$ cat src/rtl/axi_pkg.sv
// axi_pkg: AXI response codes and default widths shared by the write-response path.
package axi_pkg;
   typedef logic [1:0] resp_t;
   localparam resp_t RESP_OKAY   = 2'b00;
   localparam resp_t RESP_EXOKAY = 2'b01;
   localparam resp_t RESP_SLVERR = 2'b10;
   localparam resp_t RESP_DECERR = 2'b11;
   localparam int ID_W_DEF = 4;
endpackage

$ cat src/rtl/b_resp_fifo.sv
// b_resp_fifo: synchronous FIFO with combinational head read; a push into a full queue is
// accepted when a pop happens in the same cycle.
module b_resp_fifo #(
   parameter int W     = 6,
   parameter int DEPTH = 4,
   parameter int CNT_W = 3
) (
   input  logic             clk,
   input  logic             reset,
   input  logic             push,
   input  logic             pop,
   input  logic [W-1:0]     din,
   output logic [W-1:0]     dout,
   output logic             full,
   output logic             empty,
   output logic [CNT_W-1:0] count
);
   localparam int PW = $clog2(DEPTH);
   logic [W-1:0]  mem [DEPTH];
   logic [PW-1:0] rd_ptr, wr_ptr;
   logic          do_push, do_pop;
   assign empty   = count == '0;
   assign full    = count == CNT_W'(DEPTH);
   assign do_pop  = pop & ~empty;
   assign do_push = push & (~full | do_pop);
   assign dout    = mem[rd_ptr];
   // full/empty come from the count, so pointers are free to wrap naturally
   always_ff @(posedge clk) begin
      if (reset) begin
         rd_ptr <= '0;
         wr_ptr <= '0;
         count  <= '0;
      end else begin
         if (do_push) wr_ptr <= wr_ptr + 1'b1;
         if (do_pop) rd_ptr <= rd_ptr + 1'b1;
         count <= count + CNT_W'(do_push) - CNT_W'(do_pop);
      end
   end
   always_ff @(posedge clk)
      if (do_push) mem[wr_ptr] <= din;
endmodule

$ cat src/rtl/b_resp_gen.sv
// b_resp_gen: turns decoder completion pulses into queued AXI B-channel responses
// and drives the BVALID/BREADY handshake.
module b_resp_gen
   import axi_pkg::*;
#(
   parameter int ID_W  = ID_W_DEF,
   parameter int DEPTH = 4,
   parameter int CNT_W = 3
) (
   input  logic             clk,
   input  logic             reset,
   input  logic             done_legal,
   input  logic             done_err,
   input  logic             done_illegal,
   input  logic [ID_W-1:0]  done_id,
   input  logic             bready,
   output logic             bvalid,
   output logic [ID_W-1:0]  bid,
   output logic [1:0]       bresp,
   output logic             resp_full,
   output logic [CNT_W-1:0] resp_count,
   output logic             resp_ovf
);
   resp_t           code;
   logic            done_any, pop, empty;
   logic [ID_W+1:0] head;
   assign done_any = done_legal | done_err | done_illegal;
   assign pop      = bvalid & bready;
   always_comb
      code = done_illegal ? RESP_DECERR : done_err ? RESP_SLVERR : RESP_OKAY;
   b_resp_fifo #(.W(ID_W + 2), .DEPTH(DEPTH), .CNT_W(CNT_W)) u_fifo (
      .clk   (clk),
      .reset (reset),
      .push  (done_any),
      .pop   (pop),
      .din   ({done_id, code}),
      .dout  (head),
      .full  (resp_full),
      .empty (empty),
      .count (resp_count)
   );
   // outputs read zero while idle so stale storage never leaks onto the bus
   assign bvalid = ~empty;
   assign bid    = bvalid ? head[ID_W+1:2] : '0;
   assign bresp  = bvalid ? head[1:0] : '0;
   always_ff @(posedge clk) begin
      if (reset) resp_ovf <= 1'b0;
      else if (done_any & resp_full & ~pop) resp_ovf <= 1'b1;
   end
endmodule
$ cat config.mk
export PLATFORM = sky130hd
export DESIGN_NAME = b_resp_gen
export DESIGN_NICKNAME = d
export VERILOG_FILES = /design/src/rtl/axi_pkg.sv /design/src/rtl/b_resp_fifo.sv /design/src/rtl/b_resp_gen.sv
export SDC_FILE = /design/constraint.sdc
export NUM_CORES = 1
export LEC_CHECK = 0
export BUFFER_PORTS_ARGS = -buffer_cell sky130_fd_sc_hd__buf_2
export CAP_MARGIN = 20
export CORE_MARGIN = 5
export CORE_UTILIZATION = 54
export CTS_CLUSTER_DIAMETER = 200
export CTS_CLUSTER_SIZE = 12
export DETAILED_ROUTE_END_ITERATION = 16
export MAX_ROUTING_LAYER = met4
export PLACE_DENSITY = 0.76
export SLEW_MARGIN = 20
export SYNTH_ARGS = -nofsm -noshare
export SYNTH_HDL_FRONTEND = slang
export SYNTH_SLANG_ARGS = --single-unit
$ cat constraint.sdc
create_clock -name clk -period 2.2 [get_ports clk]
set_input_delay 0.11 -clock clk [delete_from_list [all_inputs] [get_ports clk]]
set_output_delay 0.11 -clock clk [all_outputs]
set_load 0.005 [all_outputs]
# [Yosys cells after proc, flatten, opt, wreduce, memory -nomap -nowiden]
# Memory sizes are Yosys's and may differ from the RTL's. A register that Yosys moved wholly into a read port is not among the register bits.
# Cells that the tools add are included.
# Widths: inputs -> output; s select.
[word_totals] mem_count=1 inputBits=10 ff_bits=8 word_cells=30 mem_bits_rw=24 output_inout_bits=12
[mem_list] memory="u_fifo.mem" words=4 width=6 read_ports=1 rd_ports_with_merged_regs=1 wr=1 line_no="b_resp_fifo.sv:19" rtl="logic [W-1:0] mem [DEPTH];"
[op_classes] n_reduce_logical=1 n_eq_ne=1 n_addsub=4 n_bitwise=11 mux=8
[ops] cell="$mux 2" count=5
[ops] cell="$and 1x1->1" count=5
[ops] cell="$add 2x1->2 const B" count=2
[ops] cell="$mux 4" count=1
[ops] cell="$add 3x1->3" count=1
[ops] cell="$eq 3x3->1 const B" count=1
[ops] cell="$logic_not 3->1" count=1
[ops] cell="$not 1->1" count=3
[ops] cell="$or 1x1->1" count=3
[ops] cell="$sub 3x1->3" count=1
[ops] cell="$mux 1" count=2

# [Logic depth before layout (Yosys ltp)]
[depth] depth_word=8 mapped_depth=9 depth_no_buf=8

# [By module]
# Synthesis repeated with hierarchy kept, for this count alone.
[unflattened] hier_cells=93 hier_area_um2=1476.4
[by_module_without_submodules] module="b_resp_fifo" area_per_inst_um2=1360.1 cells_each=78 instances=1
[by_module_without_submodules] module="b_resp_gen" area_per_inst_um2=116.4 cells_each=15 instances=1

# [Worst setup path after synthesis]
# Ideal clock, no wire load.
[synth_timing] path_type="reg2reg" start="register u_fifo.count[1]" end="register u_fifo.count[2]" slack_ns=0.352 setup_time_ns=0.078 arrival_time_ns=1.770 stages_incl_launch_ff=10 t_required_ns=2.122 path_cell_list="dfxtp_1 nor4b_2 nor2b_1 buf_6 ha_1 inv_1 fa_1 xor2_1 and2_1 nor3_1"
[synth_between] elab_chain_cells=8 word_cells_on_any_way=10 classes_between="add/sub (2); eq/ne (1); bitwise (6); reduce/logical (1)"
[synth_lines] element="from (decl)" line_no="b_resp_fifo.sv:16" rtl="output logic [CNT_W-1:0] count"
[synth_lines] element="from (signal assigned)" line_no="b_resp_fifo.sv:36" rtl="count <= count + CNT_W'(do_push) - CNT_W'(do_pop);"
[synth_lines] element="$logic_not 3->1" line_no="b_resp_fifo.sv:22" rtl="assign empty = count == '0;"
[synth_lines] element="$not 1->1" line_no="b_resp_fifo.sv:24, b_resp_gen.sv:43"
[synth_lines] element="$and 1x1->1" line_no="b_resp_gen.sv:28" rtl="assign pop = bvalid & bready;"
[synth_lines] element="$and 1x1->1" line_no="b_resp_fifo.sv:24" rtl="assign do_pop = pop & ~empty;"
[synth_lines] element="$or 1x1->1 (*)" line_no="b_resp_fifo.sv:25" rtl="assign do_push = push & (~full | do_pop);"
[synth_lines] element="$and 1x1->1 (*)" line_no="b_resp_fifo.sv:25"
[synth_lines] element="via u_fifo.do_push" line_no="b_resp_fifo.sv:21" rtl="logic do_push, do_pop;"
[synth_lines] element="$add 3x1->3 (*)" line_no="b_resp_fifo.sv:36"
[synth_lines] element="$sub 3x1->3 (*)" line_no="b_resp_fifo.sv:36"
# The timed path passes the listed nets; every way through them passes the cells marked *.
# A chain may end at the register's enable or synchronous reset.

# [Final worst setup path]
[layout_timing] start="register u_fifo.count[1]" end="register u_fifo.count[2]"
[layout_between] elab_chain_cells=8 word_cells_on_any_way=10 classes_between="add/sub (2); eq/ne (1); bitwise (6); reduce/logical (1)"
[layout_lines] element="$logic_not 3->1" line_no="b_resp_fifo.sv:22"
[layout_lines] element="$not 1->1" line_no="b_resp_fifo.sv:24, b_resp_gen.sv:43"
[layout_lines] element="$and 1x1->1" line_no="b_resp_gen.sv:28"
[layout_lines] element="$and 1x1->1" line_no="b_resp_fifo.sv:24"
[layout_lines] element="$or 1x1->1" line_no="b_resp_fifo.sv:25"
[layout_lines] element="$and 1x1->1" line_no="b_resp_fifo.sv:25"
[layout_lines] element="$add 3x1->3" line_no="b_resp_fifo.sv:36"
[layout_lines] element="$sub 3x1->3 (*)" line_no="b_resp_fifo.sv:36"
# Every way passes the cells marked *; elsewhere a longest branch is shown, timed or not.

==> impl_metrics.json <==
{
  "hold_viol_final": 0,
  "p_int_mw": 1.23,
  "rsz0062_at_grt": "false",
  "ant_nets": 0,
  "avgSynthCellArea_sq_um": 15.3,
  "core-area_sq_mm": 0.00252,
  "ys.flop_type": "edfxtp_1",
  "cts_sinks": 34,
  "drtIter0Drc": 8,
  "clk_pin_slew_ps": 90,
  "path_max_fanout": 8,
  "wirelength_microns": 2420,
  "hold_slack_ps": 17.1,
  "slowest_delay_ps": 520,
  "h-tree-depth": 2,
  "ctsLongestPathBuffers": 2,
  "setup_tns_ps": 0,
  "grt_max_degree": 13,
  "synth_top_cells_by_area": "edfxtp_1 (50%), dfxtp_1 (14%), mux4_2 (9.4%), ha_1 (4.4%), nor2b_1 (3.5%)",
  "setup_viol": 0,
  "cts_buffers": 5,
  "dieArea_sq_mm": 0.00379,
  "grt_remaining_overflow": 0,
  "cts_root_buf": "clkbuf_4",
  "power_frac_clock": 0.173,
  "ir_drop_uv": 704,
  "dr.pass1.iters": 4,
  "status": "finished clean",
  "slew_violations": 0,
  "place_congestion": 0.627,
  "fmaxAchievable_mhz": 489,
  "switchingPower_uw": 548,
  "routedWlPerCell_microns": 15.7,
  "initial_core_util": 0.570,
  "hpwlAfterDp_microns": 1820,
  "syn_to_final_growth_pct": 14.9,
  "synth.distinct_cells": 26,
  "row_count": 18,
  "grt_first_pass_wirelength_microns": 3830,
  "cts_tree": "yes",
  "p_leak_nw": 0.634,
  "fin_crit_ps": 2050,
  "crit_family": "adder cells",
  "cp_slowest_cell": "dfxtp_1",
  "syn_inst": 94,
  "cp-start-kind": "flip-flop",
  "min_path_type": "input pin to flip-flop",
  "sw_frac_of_total": 0.308,
  "cp-end-kind": "flip-flop",
  "drive_gt1_frac": 0.306,
  "max_slew_margin": 0.598,
  "port_buffers": 21,
  "antenna_cells": 0,
  "tightestPinTransition_ps": 600,
  "nets": 139,
  "die_x_microns": 61.6,
  "synth_edf_count": 24,
  "path_class": "flip-flop to flip-flop",
  "syn_nets": 110,
  "grt_pass1_vias": 827,
  "vias_per_cell": 5.31,
  "async_flop_share": 0,
  "ys_seq_elements": 34,
  "yosysTopAreaCell": "edfxtp_1",
  "clk_latency_ps": 320,
  "vias": 818,
  "synth_top_area_share": 0.501,
  "grt_antenna_before_repair": 0,
  "cellPowerDensity_mw_per_mm2": 1080,
  "finClkSkew_ps": 10.1,
  "pwr-share-seq": 0.520,
  "netlist_area_sq_mm": 0.00144,
  "fin_crit_sh": 0.930,
  "grt_use_total": 0.154,
  "worstPathRequired_ps": 2450,
  "die_y_microns": 61.6,
  "drc": 0,
  "ys_warn_count": 0,
  "fillers": 200,
  "cp_cell_sequence": "o31ai_2 > mux2i_1 > ha_1 > inv_1 > fa_1 > xor2_1 > and2_1 > nor3_1",
  "cap_violations": 0,
  "seq_area_frac_synth": 0.641,
  "path_buf_inv": 1,
  "io_pins": 22,
  "crit_arrival_ps": 2300,
  "combPwrFrac": 0.308
}
## per-stage QoR
stage | worst slack [ps] | instances | total power [mW] | instance area (sq um) | utilization
2_1_floorplan | 352 | 94 | 1.28 | 1440 | -
3_3_place_gp | 365 | 143 | 1.45 | 1570 | 0.622
3_5_place_dp | 113 | 143 | 1.50 | 1570 | 0.622
4_1_cts | 94.7 | 154 | 1.80 | 1650 | 0.653
5_1_grt | 12.5 | 154 | 1.90 | 1650 | 0.655
6_report | 154 | 154 | 1.78 | 1650 | 0.655
## final cells by class
class	instances	area (sq um)	share of cell area
Sequential cell	34	921	0.558
Multi-Input combinational cell	53	487	0.295
Timing Repair Buffer	25	143	0.0864
Clock buffer	8	48.8	0.0295
Tap cell	30	37.5	0.0227
Inverter	4	15.0	0.00909
## synth_stat cells, types with 2 or more instances
cell type	n
a21oi_1	3
and2_1	5
dfxtp_1	10
edfxtp_1	24
ha_1	5
inv_1	4
mux2i_1	2
mux4_2	6
nand2b_1	2
nor2_1	8
nor2b_1	8
or3_1	2
xor2_1	2
## worst reg2reg max path: stages, from the launching register on
cell	delay [ps]
dfxtp_1	520
o31ai_2	160
mux2i_1	200
ha_1	190
inv_1	50
fa_1	370
xor2_1	160
and2_1	170
nor3_1	130
## flip-flops by register name, summed over array words and instances (netlist names), named ones only
| name | count |
|---|---|
| resp_ovf | 1 |
| u_fifo.count | 3 |
| u_fifo.mem | 24 |
| u_fifo.rd_ptr | 2 |
| u_fifo.wr_ptr | 2 |
## cells by family after synthesis
| family | after synthesis | share of synthesized area |
|---|---|---|
| XOR/XNOR | 2 | 0.0122 |
| AO/OA/AOI/OAI | 5 | 0.0191 |
| AND/OR/NAND/NOR | 31 | 0.128 |
| flip-flops | 34 | 0.641 |
| buffers and inverters | 7 | 0.0244 |
| multiplexers | 9 | 0.118 |
| adder cells (fa/ha/maj) | 6 | 0.0574 |
## metal layers
metal	track usage	part of all wire	vias to the layer above
li1	-	-	398
met1	0.167	0.39	391
met2	0.254	0.52	25
met3	0.0503	0.069	4
met4	0.0697	0.019	0
met5	-	0	-
## layout by cell type (no fill, tap or decap), drive strengths merged
master,netlist,final
a21oi,3,3
and2,5,5
buf,2,22
clkbuf,1,8
dfxtp,10,10
dlygate4sd3,0,3
edfxtp,24,24
fa,1,1
ha,5,5
inv,4,4
mux2,1,1
mux2i,2,2
mux4,6,6
nand2,1,1
nand2b,2,2
nor2,8,8
nor2b,8,8
nor3,2,2
nor3b,1,1
nor4b,1,1
o21ai,1,1
o31ai,1,1
or2,1,1
or3,2,2
xor2,2,2
## what timing repair did
| item | CTS | global route |
|---|---|---|
| resized for setup | 0 | 1 |
| endpoints found under the hold margin | 12 | 0 |
| setup endpoints to repair | 0 | 1 |
| buffers inserted | 0 | 0 |
| hold buffers | 3 | 0 |
## path summary, 6_finish.rpt
path                              start                          to  slack [ps]  cells after the start
min reg2reg       resp_ovf$_SDFFE_PP0P_       resp_ovf$_SDFFE_PP0P_         490                      2
max reg2reg  u_fifo.count[1]$_SDFF_PP0_  u_fifo.count[2]$_SDFF_PP0_         150                      8
max          u_fifo.count[1]$_SDFF_PP0_  u_fifo.count[2]$_SDFF_PP0_         150                      8
min                          done_id[1]  u_fifo.mem[1][3]$_DFFE_PP_          20                      1
## power by group through the flow
stage	clock [mW]	sequential, mW	combinational (mW)
6_report	0.308	0.926	0.548
5_1_grt	0.347	0.949	0.608
4_1_cts	0.312	0.928	0.560
3_5_place_dp	0	0.942	0.553
3_3_place_gp	0	0.929	0.519
2_1_floorplan	0	0.899	0.379
Note: power is estimated with default switching activity, not from simulation.
